**config.mk**
```make
export PLATFORM = sky130hd
export DESIGN_NAME = vga_timing_gen
export DESIGN_NICKNAME = d
export VERILOG_FILES = /design/src/rtl/vga_timing_pkg.sv /design/src/rtl/vga_timing_gen_delay_line.sv /design/src/rtl/vga_timing_gen.sv
export SDC_FILE = /design/constraint.sdc
export NUM_CORES = 1
export LEC_CHECK = 0
export ABC_AREA = 1
export CAP_MARGIN = 20
export CORE_ASPECT_RATIO = 1.75
export CORE_MARGIN = 2
export CORE_UTILIZATION = 47
export DETAILED_ROUTE_END_ITERATION = 6
export PLACE_DENSITY = 0.76
export SLEW_MARGIN = 25
export SYNTH_ARGS = -nofsm -noshare
export SYNTH_HDL_FRONTEND = slang
export SYNTH_SLANG_ARGS = --single-unit
```
**constraint.sdc**
```tcl
create_clock -name vga_clk -period 1.94 [get_ports vga_clk]
set_clock_uncertainty 0.2 [all_clocks]
set_input_delay 0.291 -clock vga_clk [delete_from_list [all_inputs] [get_ports vga_clk]]
set_output_delay 0.291 -clock vga_clk [all_outputs]
set_load 0.02 [all_outputs]
```
**src/rtl/vga_timing_pkg.sv**
```systemverilog
// Shared VGA timing constants and the coordinate type used by the renderers.
// The sync-alignment depth applies only when VGA_SYNC_ALIGN_EN is defined.
package vga_timing_pkg;

  localparam int H_ACTIVE = 640;
  localparam int H_FP     = 16;
  localparam int H_SYNC   = 96;
  localparam int H_BP     = 48;
  localparam int V_ACTIVE = 480;
  localparam int V_FP     = 10;
  localparam int V_SYNC   = 2;
  localparam int V_BP     = 33;

  localparam int H_TOTAL = H_ACTIVE + H_FP + H_SYNC + H_BP;
  localparam int V_TOTAL = V_ACTIVE + V_FP + V_SYNC + V_BP;

  // Renderer latency: one synchronous ROM read plus one colour output register.
  localparam int SYNC_ALIGN_DEPTH = 2;

  typedef logic [9:0] coord_t;

endpackage

```
**src/rtl/vga_timing_gen_delay_line.sv**
```systemverilog
// vga_delay_line: a DEPTH-stage shift register whose stages all reset to RST_VAL.
// It is used to delay hs/vs so they stay aligned with the renderer pipeline.
module vga_delay_line #(
  parameter int               WIDTH   = 1,
  parameter int               DEPTH   = 2,
  parameter logic [WIDTH-1:0] RST_VAL = '0
) (
  input  logic             vga_clk,
  input  logic             reset_n,
  input  logic [WIDTH-1:0] d,
  output logic [WIDTH-1:0] q
);

  logic [WIDTH-1:0] stage [DEPTH];

  always_ff @(posedge vga_clk) begin
    if (!reset_n) begin
      for (int i = 0; i < DEPTH; i++) stage[i] <= RST_VAL;
    end else begin
      stage[0] <= d;
      for (int i = 1; i < DEPTH; i++) stage[i] <= stage[i-1];
    end
  end

  assign q = stage[DEPTH-1];

endmodule

```
**src/rtl/vga_timing_gen.sv**
```systemverilog
// Free-running VGA pixel timing generator: DrawX/DrawY, blank, hs/vs, strobes, frame count.
// Define VGA_SYNC_ALIGN_EN to delay hs/vs by SYNC_ALIGN_DEPTH clocks to match the renderers.
module vga_timing_gen
  import vga_timing_pkg::*;
#(
  parameter int H_ACTIVE    = vga_timing_pkg::H_ACTIVE,
  parameter int H_FP        = vga_timing_pkg::H_FP,
  parameter int H_SYNC      = vga_timing_pkg::H_SYNC,
  parameter int H_BP        = vga_timing_pkg::H_BP,
  parameter int V_ACTIVE    = vga_timing_pkg::V_ACTIVE,
  parameter int V_FP        = vga_timing_pkg::V_FP,
  parameter int V_SYNC      = vga_timing_pkg::V_SYNC,
  parameter int V_BP        = vga_timing_pkg::V_BP,
  parameter int FRAME_CNT_W = 8
) (
  input  logic                   vga_clk,
  input  logic                   reset_n,
  output coord_t                 DrawX,
  output coord_t                 DrawY,
  output logic                   blank,
  output logic                   hs,
  output logic                   vs,
  output logic                   line_start,
  output logic                   frame_start,
  output logic [FRAME_CNT_W-1:0] frame_cnt
);

  localparam int H_TOTAL = H_ACTIVE + H_FP + H_SYNC + H_BP;
  localparam int V_TOTAL = V_ACTIVE + V_FP + V_SYNC + V_BP;

  localparam coord_t H_LAST   = coord_t'(H_TOTAL - 1);
  localparam coord_t V_LAST   = coord_t'(V_TOTAL - 1);
  localparam coord_t H_ACT    = coord_t'(H_ACTIVE);
  localparam coord_t V_ACT    = coord_t'(V_ACTIVE);
  localparam coord_t HS_START = coord_t'(H_ACTIVE + H_FP);
  localparam coord_t HS_END   = coord_t'(H_ACTIVE + H_FP + H_SYNC);
  localparam coord_t VS_START = coord_t'(V_ACTIVE + V_FP);
  localparam coord_t VS_END   = coord_t'(V_ACTIVE + V_FP + V_SYNC);

  if (H_TOTAL > 1024 || V_TOTAL > 1024) begin : g_bad_timing
    $error("vga_timing_gen: H_TOTAL/V_TOTAL exceed the 10-bit coordinate range");
  end

  coord_t                 hc, vc, hc_n, vc_n;
  logic [FRAME_CNT_W-1:0] fc_n;
  logic                   h_wrap, v_wrap;
  logic                   hs_r, vs_r, hs_n, vs_n, blank_n, ls_n, fs_n;

  // All registered outputs are decoded from the next-state counters so they
  // describe the same (hc,vc) that DrawX/DrawY show in the following cycle.
  always_comb begin
    h_wrap  = (hc == H_LAST);
    v_wrap  = (vc == V_LAST);
    hc_n    = h_wrap ? '0 : hc + 1'b1;
    vc_n    = vc;
    fc_n    = frame_cnt;
    if (h_wrap) begin
      vc_n = v_wrap ? '0 : vc + 1'b1;
      if (v_wrap) fc_n = frame_cnt + 1'b1;
    end
    hs_n    = !((hc_n >= HS_START) && (hc_n < HS_END));
    vs_n    = !((vc_n >= VS_START) && (vc_n < VS_END));
    blank_n = (hc_n < H_ACT) && (vc_n < V_ACT);
    ls_n    = (hc_n == '0);
    fs_n    = (hc_n == '0) && (vc_n == '0);
  end

  // No handshake: the block free-runs and consumers sample every cycle.
  always_ff @(posedge vga_clk) begin
    if (!reset_n) begin
      hc          <= '0;
      vc          <= '0;
      frame_cnt   <= '0;
      hs_r        <= 1'b1;
      vs_r        <= 1'b1;
      blank       <= 1'b0;
      line_start  <= 1'b0;
      frame_start <= 1'b0;
    end else begin
      hc          <= hc_n;
      vc          <= vc_n;
      frame_cnt   <= fc_n;
      hs_r        <= hs_n;
      vs_r        <= vs_n;
      blank       <= blank_n;
      line_start  <= ls_n;
      frame_start <= fs_n;
    end
  end

  assign DrawX = hc;
  assign DrawY = vc;

`ifdef VGA_SYNC_ALIGN_EN
  logic [1:0] sync_dly;

  vga_delay_line #(
    .WIDTH  (2),
    .DEPTH  (SYNC_ALIGN_DEPTH),
    .RST_VAL(2'b11)
  ) u_sync_dly (
    .vga_clk(vga_clk),
    .reset_n(reset_n),
    .d      ({hs_r, vs_r}),
    .q      (sync_dly)
  );

  assign hs = sync_dly[1];
  assign vs = sync_dly[0];
`else
  assign hs = hs_r;
  assign vs = vs_r;
`endif

endmodule

```
* Yosys cells after proc, flatten, opt, wreduce, memory -nomap -nowiden
Cells that the tools add are included.
** Storage, ports and cells
- Register bits after elaboration :: 33
- Output and inout bits :: 33
** Cells by class
- Add/subtract/negate cells :: 3
- Magnitude comparators :: 6
- Equal/unequal tests :: 2
- Multiplexer cells :: 3
- Reductions and logical operators :: 9
** Operators with widths (number)
- two-way mux 10 bit :: 3
- adder 10 x 1 -> 10 bit (second input constant) :: 2
- == test 10 bit (second input constant) :: 2
- zero test 10 bit :: 2
- less-than comparator 10 bit (second input constant) :: 2
- less-than comparator 10 x 9 -> 1 bit (second input constant) :: 2
- greater-or-equal comparator 10 bit (second input constant) :: 1
- greater-or-equal comparator 10 x 9 -> 1 bit (second input constant) :: 1
- adder 8 x 1 -> 8 bit (second input constant) :: 1
- logical AND 1 bit :: 4
- zero test 1 bit :: 2
- AND reduction 2 bit :: 1

* Logic depth before layout (Yosys ltp)
Gate-level depths: netlist of the first run.
- Depth in word-level cells :: 6
- Mapped depth :: 13
- Depth with buffers taken out :: 13

* Least setup slack after synthesis of the first run
No wires, ideal clock.
- Path kind :: reg2reg
- Start point :: register hc[0], in the netlist DrawX[0]
- End point :: register frame_cnt[7]
- Library setup time :: 0.113 ns
- Arrival :: 1.766 ns
- Required time :: 1.627 ns
- Path slack :: -0.139 ns
- Cell stages (with the launch flop) :: 13
- Period minus slack after synthesis :: 2.079 ns
- Cells stage by stage :: dfxtp_1 -> ha_1 -> nand2_4 -> nor2_8 -> nand2_4 -> nor2_8 -> nand2_8 -> nor2_8 -> nand3_4 -> nor2_4 -> nand2_1 -> nand2_1 -> nor2_1
** On the way
- Longest elaborated chain between the ends :: 2
** RTL lines
- from (decl) :: RTL line vga_timing_gen.sv:44 : coord_t hc, vc, hc_n, vc_n;
- from (signal assigned) :: RTL line vga_timing_gen.sv:80 : hc <= hc_n;
- == test 10 bit :: RTL line vga_timing_gen.sv:52 : h_wrap = (hc == H_LAST);
- AND reduction 2 bit (no source line)
- to (signal assigned) :: RTL line vga_timing_gen.sv:82 : frame_cnt <= fc_n;
- to (decl) :: RTL line vga_timing_gen.sv:25 : output logic [FRAME_CNT_W-1:0] frame_cnt
No other way between the ends.
A chain may end at the register's enable or synchronous reset.

* Final worst setup path of the first run
- Start point :: register vc[6], in the netlist DrawY[6]
- End point :: output DrawY[6]
** RTL lines
- from (decl) :: RTL line vga_timing_gen.sv:44
- from (signal assigned) :: RTL line vga_timing_gen.sv:81 : vc <= vc_n;
- to (decl) :: RTL line vga_timing_gen.sv:19 : output coord_t DrawY,
No word-level cell between the ends.

==> results.cfg, run 1 <==
[status]
status = finished, final reports clean

[global_route]
grt_pass1_wl_um = 8293
overflow = 0
grt_max_degree = 12
antenna_found_initial = 0
grt_pass1_vias = 1920
grtUsageTotal = 0.2428

[sta]
fmax_mhz = 526.9
setup_viol = 0
min_period_ps = 1898
hold_slack_ps = 275.4
tightest_slew_ps = 312.3
maxSlewViolCount = 0
finalCritPeriodShare = 0.9783
setup_tns_ps = 0
relSlewSlack = 0.7915
hold_viol = 0
rsz0062_at_grt = true

[route]
wire_per_inst_um = 13.30
post-route-drc-count = 0
drtAntennaViolNets = 0
top_layer_used = met4
drt-initial-drc-count = 23
wl_met2_um = 2789
wirelength_um = 5265
met3WireLength_um = 217
firstDrtPassIters = 4
vias_per_cell = 5.202
vias = 2060
wl_met1_um = 1898

[layout]
drive_gt1_frac = 0.1954
nNetsFinal = 353
syn_to_final_growth_pct = 38.79
antenna_cells = 0
fill_cells = 359

[floorplanning]
initial_core_util = 0.4917
die_w_um = 52.31
io_pins = 35
dieArea_um2 = 4631
core_area_um2 = 3904
die-height_um = 88.54
rows = 30

[placement]
portBuffers = 34
detailed_place_hpwl_um = 4006
globalplace.congestion = 0.8956

[synthesis]
synth.top_cell.area_share = 0.3442
synth_cells = 288
netlist_area_um2 = 1919
seq_area_frac_synth = 0.3442
yosysUniqueCellTypes = 27
yosys-top-cells-area = dfxtp_1, nand2_1, nor2_1, nand3_1, inv_1
avgSynthCellArea_um2 = 6.664
yosysWarnings = 0
yosysTopAreaCell = dfxtp_1
ys_seq_elements = 33
syn_nets = 294

[clock_tree]
ctsHoldBuffers = 0
htree_levels = 2
clockBufferDepth = 2
cts.sinks = 33
insertion_delay_ps = 290
clk_pin_slew_ps = 70
cts_tree = done
cts_buffers = 5
cts-root-buf = clkbuf_8

[setup_path]
crit_required_ps = 1450
worstPathArrival_ps = 1410
cp_slowest_cell = clkdlybuf4s50_1
startpoint_type = flip-flop
critPathMaxStageDelay_ps = 650
critPathKind = reg2out
path_max_fanout = 6
critPathCaptureType = primary output
path_buf_inv = 1
cp_cell_sequence = clkdlybuf4s50_1
critPathTopFamily = buffers and inverters

[power]
cellPowerDensity_nw_per_um2 = 481.6
p_leak_nw = 1.353
total_power_mw = 1.283
ir_worst_vdd_v = 0.0004898

[run]
drv_cap = 0

[min_path]
min_path_type = reg2reg
[cell families (layout without fill, tap and decap cells)]
group / count (synthesis) / after routing / share of synthesized area
flops: 33 / 33 / 0.3442
compound gates: 14 / 14 / 0.03781
fa+ha+maj: 4 / 4 / 0.02608
simple gates: 191 / 191 / 0.5000
buf+inv: 46 / 106 / 0.09192
[path summary, 6_finish.rpt]
path,endpoint,from,slack (ps),depth (start not counted)
min reg2reg,frame_cnt[4],frame_cnt[4],280,2
max reg2reg,frame_cnt[7],DrawX[0],110,12
max,DrawY[6],DrawY[6],40,1
min,frame_cnt[4],frame_cnt[4],280,2
[flip-flops by register name (all words and copies together) (netlist names)]
register / flops
line_start: 1
blank: 1
frame_cnt: 8
hs: 1
vs: 1
frame_start: 1
DrawY: 10
DrawX: 10
[synthesized netlist by cell type]
library cell and instances:
nand2_1 79, nor2_1 45, inv_1 37, dfxtp_1 33, nand3_1 29, nand4_1 13
a21oi_1 6, nor3_1 6, o21ai_0 6, ha_1 4, nor2_4 4, inv_2 3
nand2_4 3, nor2_8 3, clkbuf_1 2, clkinv_1 2, nand3_2 2, nor3b_1 2
buf_2 1, inv_4 1, nand2_8 1, nand3_4 1, nand3b_1 1, nand4_2 1
nor2_2 1, o21a_1 1, o21ai_1 1
[timing repair]
| item | in CTS | in global routing |
|---|---|---|
| endpoints found under the hold margin | 0 | 0 |
| setup endpoints to repair | 1 | 8 |
| setup buffers | 0 | 3 |
| resized for setup | 1 | 32 |
| pin swaps | 0 | 12 |
[where the power goes]
| group | total, mW | internal (mW) | switching (mW) |
|---|---|---|---|
| registers | 0.689 | 0.683 | 0.00653 |
| clock network | 0.523 | 0.248 | 0.276 |
| logic | 0.0705 | 0.0323 | 0.0382 |
[per-layer routing]
layer	global-route usage	vias up
met5	0	-
met4	0.1725	0
met3	0.04899	33
met2	0.4364	71
met1	0.2375	923
li1	-	1033
[through the flow]
| stage | cells | setup WS, ps | instance area (um2) | utilization |
|---|---|---|---|---|
| CTS | 393 | 32.02 | 2532 | 0.6487 |
| floorplan | 288 | 2.215 | 1924 | - |
| global route | 396 | -47.66 | 2664 | 0.6824 |
| global placement | 385 | 20.96 | 2447 | 0.6269 |
| finish | 396 | 42.07 | 2664 | 0.6824 |
| detailed placement | 385 | 41.94 | 2447 | 0.6269 |
[placed cells by master, fill, tap and decap left out, types with 3 or more instances in the layout]
cell type and count:
nor2_1 43, inv_1 35, nand3_2 3, dfxtp_1 28, nor2_8 3, buf_4 20
o21ai_0 4, inv_2 4, nand4_1 13, nor2_4 6, nand3_1 27, nand2_4 4
nor3_1 5, nand2_1 75, o21ai_1 3, clkdlybuf4s50_1 29, dfxtp_2 4, a21oi_1 6
clkbuf_8 5, dlymetal6s2s_1 4, nand2_2 3
[layout make-up]
cell class / instances / area [um2] / area share
repair buffers: 55 / 510.5 / 0.1916
inverters: 43 / 166.4 / 0.06247
well taps: 48 / 60.06 / 0.02255
multi-input cells: 209 / 1171 / 0.4396
flip-flops and latches: 33 / 669.4 / 0.2513
clock buffers: 5 / 68.82 / 0.02583
clock inverters: 3 / 17.52 / 0.006576
Power figures use the tool's default switching activity.
==> run 2: changes to the inputs <==
- CTS_CLUSTER_DIAMETER: default -> 120
==> results of run 2 <==
Same layout as run 1: the final DEF is identical, and so are final timing and power.
